**config.mk**
```make
export PLATFORM = sky130hd
export DESIGN_NAME = data_mem_arbiter
export DESIGN_NICKNAME = d
export VERILOG_FILES = /design/src/rtl/data_mem_arbiter.sv
export SDC_FILE = /design/constraint.sdc
export NUM_CORES = 1
export LEC_CHECK = 0
export CAP_MARGIN = 10
export CORE_MARGIN = 5
export CORE_UTILIZATION = 38
export DETAILED_ROUTE_END_ITERATION = 16
export PLACE_DENSITY_LB_ADDON = 0.1
export SLEW_MARGIN = 20
export SYNTH_ARGS = -nofsm -noshare
export SYNTH_HDL_FRONTEND = slang
export SYNTH_SLANG_ARGS = --single-unit
```
**constraint.sdc**
```tcl
create_clock -name clk -period 2.35 [get_ports clk]
set_input_delay 0.3525 -clock clk [delete_from_list [all_inputs] [get_ports clk]]
set_output_delay 0.3525 -clock clk [all_outputs]
set_load 0.02 [all_outputs]
```
**src/rtl/data_mem_arbiter.sv**
```systemverilog
`default_nettype none
// ============================================================================
// data_mem_arbiter : round-robin arbiter for processor (P) and DMA (D) access
//                    to a single-port synchronous data memory
// Revision: 1.0
// ============================================================================
module data_mem_arbiter #(
  parameter int ADDR_W  = 12,
  parameter int DATA_W  = 16,
  parameter int MEM_LAT = 1
) (
  input  logic              clk,
  input  logic              rst_n,
  input  logic [15:0]       P_Addr,
  input  logic [DATA_W-1:0] P_WData,
  input  logic              P_Read,
  input  logic              P_Write,
  output logic [DATA_W-1:0] P_RData,
  output logic              P_Waitreq,
  input  logic [15:0]       D_Addr,
  input  logic [DATA_W-1:0] D_WData,
  input  logic              D_Read,
  input  logic              D_Write,
  output logic [DATA_W-1:0] D_RData,
  output logic              D_Waitreq,
  output logic [ADDR_W-1:0] MemAddr,
  output logic [DATA_W-1:0] MemWData,
  output logic              MemWren,
  input  logic [DATA_W-1:0] MemRData
);

  typedef enum logic [1:0] {
    S_IDLE   = 2'd0,
    S_ACCESS = 2'd1,
    S_RDWAIT = 2'd2,
    S_ACK    = 2'd3
  } state_t;

  localparam logic       C_GNT_P    = 1'b0;
  localparam logic       C_GNT_D    = 1'b1;
  localparam logic [1:0] C_LAT_INIT = 2'(MEM_LAT - 1);

  state_t              state_q, state_d;
  logic                grant_q, grant_d;
  logic                last_grant_q, last_grant_d;
  logic                op_wr_q, op_wr_d;
  logic [1:0]          lat_cnt_q, lat_cnt_d;
  logic [DATA_W-1:0]   rdata_q, rdata_d;
  logic [ADDR_W-1:0]   mem_addr_q, mem_addr_d;
  logic [DATA_W-1:0]   mem_wdata_q, mem_wdata_d;
  logic                mem_wren_q, mem_wren_d;

  logic w_p_req;
  logic w_d_req;
  logic w_win;
  logic w_unused_addr;

  assign w_p_req = P_Read | P_Write;
  assign w_d_req = D_Read | D_Write;
  // On a tie the port that did not win last time gets the slot.
  assign w_win   = (w_p_req && w_d_req) ? ~last_grant_q : w_d_req;
  assign w_unused_addr = ^{P_Addr[15:ADDR_W], D_Addr[15:ADDR_W]};

  always_comb begin
    state_d      = state_q;
    grant_d      = grant_q;
    last_grant_d = last_grant_q;
    op_wr_d      = op_wr_q;
    lat_cnt_d    = lat_cnt_q;
    rdata_d      = rdata_q;
    mem_addr_d   = mem_addr_q;
    mem_wdata_d  = mem_wdata_q;
    mem_wren_d   = 1'b0;
    case (state_q)
      S_IDLE: begin
        if (w_p_req || w_d_req) begin
          grant_d     = w_win;
          op_wr_d     = (w_win == C_GNT_D) ? D_Write : P_Write;
          mem_wren_d  = (w_win == C_GNT_D) ? D_Write : P_Write;
          mem_addr_d  = (w_win == C_GNT_D) ? D_Addr[ADDR_W-1:0] : P_Addr[ADDR_W-1:0];
          mem_wdata_d = (w_win == C_GNT_D) ? D_WData : P_WData;
          state_d     = S_ACCESS;
        end
      end
      S_ACCESS: begin
        if (op_wr_q) begin
          state_d = S_ACK;
        end else begin
          lat_cnt_d = C_LAT_INIT;
          state_d   = S_RDWAIT;
        end
      end
      S_RDWAIT: begin
        if (lat_cnt_q == 2'd0) begin
          rdata_d = MemRData;
          state_d = S_ACK;
        end else begin
          lat_cnt_d = lat_cnt_q - 2'd1;
        end
      end
      S_ACK: begin
        last_grant_d = grant_q;
        state_d      = S_IDLE;
      end
      default: state_d = S_IDLE;
    endcase
  end

  always_ff @(posedge clk or negedge rst_n) begin
    if (!rst_n) begin
      state_q      <= S_IDLE;
      grant_q      <= C_GNT_P;
      last_grant_q <= C_GNT_D;
      op_wr_q      <= 1'b0;
      lat_cnt_q    <= 2'd0;
      rdata_q      <= '0;
      mem_addr_q   <= '0;
      mem_wdata_q  <= '0;
      mem_wren_q   <= 1'b0;
    end else begin
      state_q      <= state_d;
      grant_q      <= grant_d;
      last_grant_q <= last_grant_d;
      op_wr_q      <= op_wr_d;
      lat_cnt_q    <= lat_cnt_d;
      rdata_q      <= rdata_d;
      mem_addr_q   <= mem_addr_d;
      mem_wdata_q  <= mem_wdata_d;
      mem_wren_q   <= mem_wren_d;
    end
  end

  assign P_Waitreq = w_p_req & ~((state_q == S_ACK) && (grant_q == C_GNT_P));
  assign D_Waitreq = w_d_req & ~((state_q == S_ACK) && (grant_q == C_GNT_D));
  assign P_RData   = rdata_q;
  assign D_RData   = rdata_q;
  assign MemAddr   = mem_addr_q;
  assign MemWData  = mem_wdata_q;
  assign MemWren   = mem_wren_q;

endmodule
`default_nettype wire

```
==> results of run 1 <==
==> cell type report <==
class	count	area, µm²
Tap cell	80	100
Clock buffer	5	68.8
Clock inverter	3	90.1
Inverter	6	22.5
Fill cell	560	2520
Timing Repair Buffer	157	1530
Sequential cell	52	1300
Multi-Input combinational cell	165	1080
==> power groups by stage <==
| stage | clock network (mW) | registers [mW] | logic, mW |
|---|---|---|---|
| 3_3_place_gp | 0 | 1.62 | 3.32 |
| 3_5_place_dp | 0 | 1.64 | 3.37 |
| 2_1_floorplan | 0 | 2.10 | 1.53 |
| 5_1_grt | 0.891 | 1.69 | 3.58 |
| 4_1_cts | 0.859 | 1.63 | 3.38 |
| 6_report | 0.840 | 1.62 | 3.33 |
==> metrics by stage <==
stage | setup slack, ns | util | cells
after floorplan | 0.714 | - | 257
after global placement | 0.110 | 0.599 | 459
after detailed placement | 0.0923 | 0.599 | 459
after CTS | 0.163 | 0.624 | 468
after global routing | 0.0615 | 0.624 | 468
final | 0.172 | 0.624 | 468
==> timing repair <==
| item | in CTS | in global routing |
|---|---|---|
| hold endpoints to repair | 9 | 0 |
| setup endpoints to repair | 0 | 0 |
| hold buffers | 1 | 0 |
==> cell usage in the layout (no fill, tap or decap) <==
cell type        count
a211o_1              1
a21boi_1             1
a21o_1               1
a21oi_1             20
a21oi_2             10
a22o_1               2
a31oi_1             29
a32oi_1              1
buf_2                1
buf_4               16
bufinv_16            3
clkbuf_8             5
clkdlybuf4s50_1    139
dfrtp_1             51
dfstp_2              1
dlygate4sd3_1        1
ha_1                 5
inv_1                6
mux2_1              10
mux2_2               8
nand2_1              3
nand2b_1             2
nand3_1              1
nor2_1              30
nor2_2               1
o21a_1               1
o21ai_0             30
o21ai_1              1
o21ai_2              1
o221a_1              1
o22a_1               1
o31ai_1              1
o41a_1               1
o41ai_4              1
or2_1                1
or3b_1               1
==> per-layer routing <==
layer	global-route usage	vias up
li1	-	1165
met3	0.0658	10
met2	0.314	83
met4	0.0488	0
met1	0.208	1122
met5	0	-
==> synthesized netlist by cell type, drive strengths merged <==
master / number
nor2: 31
o221a: 1
o21a: 1
a21boi: 1
ha: 5
o22a: 1
nand2b: 2
o31ai: 1
mux2: 18
a21oi: 30
or3b: 1
o41a: 1
a32oi: 1
o41ai: 1
a22o: 2
a21o: 1
a211o: 1
dfrtp: 51
nand3: 1
clkbuf: 7
inv: 6
a31oi: 29
nand2: 3
dfstp: 1
or2: 1
buf: 27
o21ai: 32
==> worst register-to-register path: stages (launching register included) <==
cell	delay, ns
dfstp_2	0.58
o21a_1	0.74
o21ai_0	0.24
a21oi_2	0.16
==> how the worst max path moves through the flow <==
| stage | start | to | slack, ns | cells after the start |
|---|---|---|---|---|
| after floorplan | state_q[0] | D_RData[10] | 0.71 | 5 |
| after global placement | P_Write | MemAddr[3] | 0.11 | 5 |
| after detailed placement | P_Write | MemWData[13] | 0.09 | 5 |
| after CTS | state_q[0] | P_Waitreq | 0.16 | 3 |
| after global routing | state_q[0] | P_Waitreq | 0.06 | 3 |
| final | state_q[0] | P_Waitreq | 0.17 | 3 |
==> cell families (layout without fill, tap and decap cells) <==
| logic type | after synthesis | in the layout | share of synthesized area |
|---|---|---|---|
| adder cells (fa/ha/maj) | 5 | 5 | 0.0240 |
| AND/OR/NAND/NOR | 39 | 39 | 0.0614 |
| buffers and inverters | 40 | 171 | 0.0916 |
| AO/OA/AOI/OAI | 103 | 103 | 0.246 |
| multiplexers | 18 | 18 | 0.0777 |
| flip-flops | 52 | 52 | 0.499 |
==> registers in the layout (all words and copies together) (netlist names) <==
register / flops
MemWren: 1
lat_cnt_q: 2
grant_q: 1
MemWData: 16
MemAddr: 12
last_grant_q: 1
op_wr_q: 1
state_q: 2
D_RData: 16
==> results_dict.tcl, run 1 <==
set metrics [dict create \
    outcome "completed" \
    regToRegStartpoint "last_grant_q" \
    coreArea_um2 6720 \
    rr_worst_depth 3 \
    min_period_ns 2.18 \
    antenna_found_initial 0 \
    final_hold_viol_count 0 \
    grt_usage 0.180 \
    place_area_um2 4030 \
    grt_pass1_vias 2513 \
    max_freq_mhz 459 \
    worst-slew-pin-transition_ns 0.917 \
    fin_nets 478 \
    cts_buffers 5 \
    syn_nets 348 \
    rr_endpoint "MemAddr[0]" \
    clkSlewWorstSetupHoldPaths_ns 0.10 \
    grt_max_degree 30 \
    cts_tree "built" \
    cp_max_fo 6 \
    worstSetupPathType "register to primary output" \
    top_layer_used "met4" \
    drcViolationCount 0 \
    rrSetupSlack_ns 0.56 \
    detail-route-antenna-nets 0 \
    post_cts_resized 0 \
    vias_per_cell 5.09 \
    p_comb_frac 0.574 \
    via_count 2380 \
    hold_path.class "input pin to asynchronous set/reset pin" \
    yosysTopAreaCell "dfrtp_1" \
    drt-pass1-iter-count 4 \
    cp_top_family "buffers and inverters" \
    synthCells 257 \
    arrival_ns 1.83 \
    worstPathBufferInverterCount 1 \
    avgSynthCellArea_um2 10.2 \
    leakage_nw 1.68 \
    root_buffer "clkbuf_8" \
    start_util 0.388 \
    ys_seq_area_frac 0.499 \
    finalPower_mw 5.79 \
    stdcell_area_um2 4200 \
    wl_met2_mm 3.83 \
    synthTopCellsByArea "dfrtp_1, a31oi_1, o21ai_0" \
    worstSetupStartpointType "register" \
    crit_path_max_incr_delay_ns 0.64 \
    dr.first_iter.drc_count 78 \
    io_pins 149 \
    drive_gt1_frac 0.121 \
    area_delta_synth_final_pct 60.8 \
    finalWirelength_mm 7.75 \
    skew_ns 0.00527 \
    post_drt_wl_per_cell_um 16.6 \
    die_h_um 92.9 \
    power_frac_seq 0.280 \
    rsz0062_at_grt "false" \
    ys_types 32 \
    slew_headroom 0.389 \
    maxCapViolations 0 \
    slowest_stage "clkdlybuf4s50_1" \
    fin_crit_sh 0.927 \
    grt_overflow_total 0 \
    final-setup-viol-count 0 \
    diodes 0 \
    die_area_um2 8620 \
    power_switching_mw 2.30 \
    cts.sinks 52 \
    die_w_um 92.9 \
    crit_chain "ha_1, a21oi_1, clkdlybuf4s50_1" \
    htree_levels 2 \
    maxSlewViolCount 0 \
    tns_ns 0 \
    power.density_nw_per_um2 1380 \
    syn_area_um2 2610 \
    vdd_drop_max_mv 0.555 \
    hold_slack_ns 0.446 \
    dp_hpwl_mm 5.63 \
    gp_congestion 0.801 \
    p_clk_frac 0.145 \
    p_int_mw 3.49 \
    synth_top_area_share 0.489 \
    synth.ff_latch_count 52 \
    clock_latency_ns 0.31 \
    cts_setup_buffers 0 \
    wl_met3_um 660 \
    met1_length_mm 3.13 \
    required_ns 2.00 \
    port_buffers 140 \
    clock_path_buffers 2 \
    synth_warnings 0 \
    critPathCaptureType "primary output" \
    swShare 0.397 \
    rows 30 \
    grt_pass1_wl_mm 12.5 \
]
(Power assumes the default switching activity.)
==> inputs of run 2 (changes only) <==
--- a/config.mk
+++ b/config.mk
@@ -10,6 +10,7 @@
 export CORE_UTILIZATION = 38
 export DETAILED_ROUTE_END_ITERATION = 16
 export PLACE_DENSITY_LB_ADDON = 0.1
+export RECOVER_POWER = 25
 export SLEW_MARGIN = 20
 export SYNTH_ARGS = -nofsm -noshare
 export SYNTH_HDL_FRONTEND = slang
==> run 2 against run 1 <==
Net effect:
- sequential power about the same
- first-iteration DRC count unchanged
- sequential share of layout area increased by 0.056 points
- critical endpoint unchanged
- largest cell class unchanged
==> results_dict.tcl, run 2 (synthesis results as in run 1) <==
set metrics [dict create \
    cts.sinks 52 \
    cp_max_fo 6 \
    worstSetupPathType "register to primary output" \
    area_delta_synth_final_pct 60.5 \
    power.density_nw_per_um2 1380 \
    clock_path_buffers 2 \
    grt_overflow_total 0 \
    gr-usage-met3 0.0658 \
    slowest_stage "clkdlybuf4s50_1" \
    skew_ns 0.00559 \
    cts_tree "built" \
    hp-start "MemAddr[3]" \
    seq_area_um2 1300 \
    slew_headroom 0.323 \
    multi_input_area_um2 1080 \
    clkSlewWorstSetupHoldPaths_ns 0.09 \
    diodes 0 \
    port_buffers 140 \
    leakage_nw 1.67 \
    cts_buffers 5 \
    use_met1 0.208 \
    crit_path_max_incr_delay_ns 0.64 \
    hold_slack_ns 0.519 \
    rsz0062_at_grt "false" \
    via_count 2378 \
    dr.first_iter.drc_count 78 \
    gp_congestion 0.801 \
    grt_pass1_wl_mm 12.5 \
    arrival_ns 1.83 \
    drt-pass1-iter-count 4 \
    start_util 0.388 \
    die_h_um 92.9 \
    layout_commonest_cell "clkdlybuf4s50_1" \
    die_area_um2 8620 \
    cp_top_family "buffers and inverters" \
    maxSlewViolCount 0 \
    post_cts_resized 0 \
    fin_nets 478 \
    root_buffer "clkbuf_8" \
    final_cell_mix "clkdlybuf4s50_1, dfrtp_1, nor2_1, o21ai_0, a31oi_1" \
    vias_per_cell 5.08 \
    final_cells 468 \
    vdd_drop_max_mv 0.555 \
    worst-slew-pin-transition_ns 1.02 \
    grt.busiest_layer "met2" \
    finalWirelength_mm 7.75 \
    post-route-util 0.623 \
    die_w_um 92.9 \
    coreArea_um2 6720 \
    rows 30 \
    final-setup-viol-count 0 \
    tns_ns 0 \
    worstPathBufferInverterCount 1 \
    outcome "completed" \
    antenna_found_initial 0 \
    grt_max_degree 30 \
    hold_path.class "register to register" \
    clock_latency_ns 0.31 \
    required_ns 2.00 \
    cp-startpoint "state_q[0]" \
    detail-route-antenna-nets 0 \
    fin_crit_sh 0.928 \
    min_period_ns 2.18 \
    grt_pass1_vias 2513 \
    maxCapViolations 0 \
    final_hold_viol_count 0 \
    htree_levels 2 \
    dp_cells 459 \
    finalPower_mw 5.79 \
    regToRegStartpoint "last_grant_q" \
    crit_chain "ha_1, a21oi_1, clkdlybuf4s50_1" \
    post_drt_wl_per_cell_um 16.6 \
    max_freq_mhz 458 \
    io_pins 149 \
    dp_hpwl_mm 5.63 \
    grt_usage 0.180 \
    drcViolationCount 0 \
    use_met2 0.314 \
    critPathCaptureType "primary output" \
    fillers 562 \
    rrSetupSlack_ns 0.57 \
    drive_gt1_frac 0.116 \
    worstSetupStartpointType "register" \
]
-- run 2: changes by cell type in the layout (fill, tap and decap cells not counted) --
cell      previous run  this run
clkbuf_1             0         2
clkbuf_2             0         1
buf_2                1         0
buf_4               16        14
-- run 2: metal layers --
metal	wire, µm	share of wire
met5	0	0
met4	119	0.015
met3	667	0.086
met2	3790	0.49
met1	3180	0.41
-- run 2: worst reg2reg max path: cells and delay by family, from the launching register on --
kind / cells / cell delay (ns)
compound gates: 3 / 1.14
flops: 1 / 0.58
-- run 2: worst paths after layout --
| check | to | depth (start not counted) |
|---|---|---|
| min | MemAddr[3] | 2 |
| max reg2reg | MemAddr[0] | 3 |
| min in group asynchronous | D_RData[14] | 2 |
| max in group asynchronous | MemWData[14] | 3 |
| min reg2reg | MemAddr[3] | 2 |
| max | P_Waitreq | 3 |
-- run 2: what timing repair did --
item | 4_1_cts | 5_1_grt
hold buffers | 1 | 0
hold endpoints to repair | 9 | 0
buffers inserted | 0 | 0
-- run 2: final cells by class --
class,count,share of cell area
flip-flops and latches,52,0.311
clock inverters,3,0.0215
multi-input cells,165,0.259
repair buffers,157,0.363
clock buffers,5,0.0164
well taps,80,0.0239
inverters,6,0.00538
-- run 2: per-stage QoR --
stage | area (µm²) | worst slack (ns)
6_report | 4190 | 0.169
4_1_cts | 4200 | 0.163
5_1_grt | 4190 | 0.0615
2_1_floorplan | 2610 | 0.714
3_3_place_gp | 4030 | 0.110
3_5_place_dp | 4030 | 0.0923
-- run 2: power breakdown --
part | internal [mW] | switching, mW
clock network | 0.532 | 0.310
logic | 1.61 | 1.72
registers | 1.35 | 0.277
total | 3.49 | 2.30
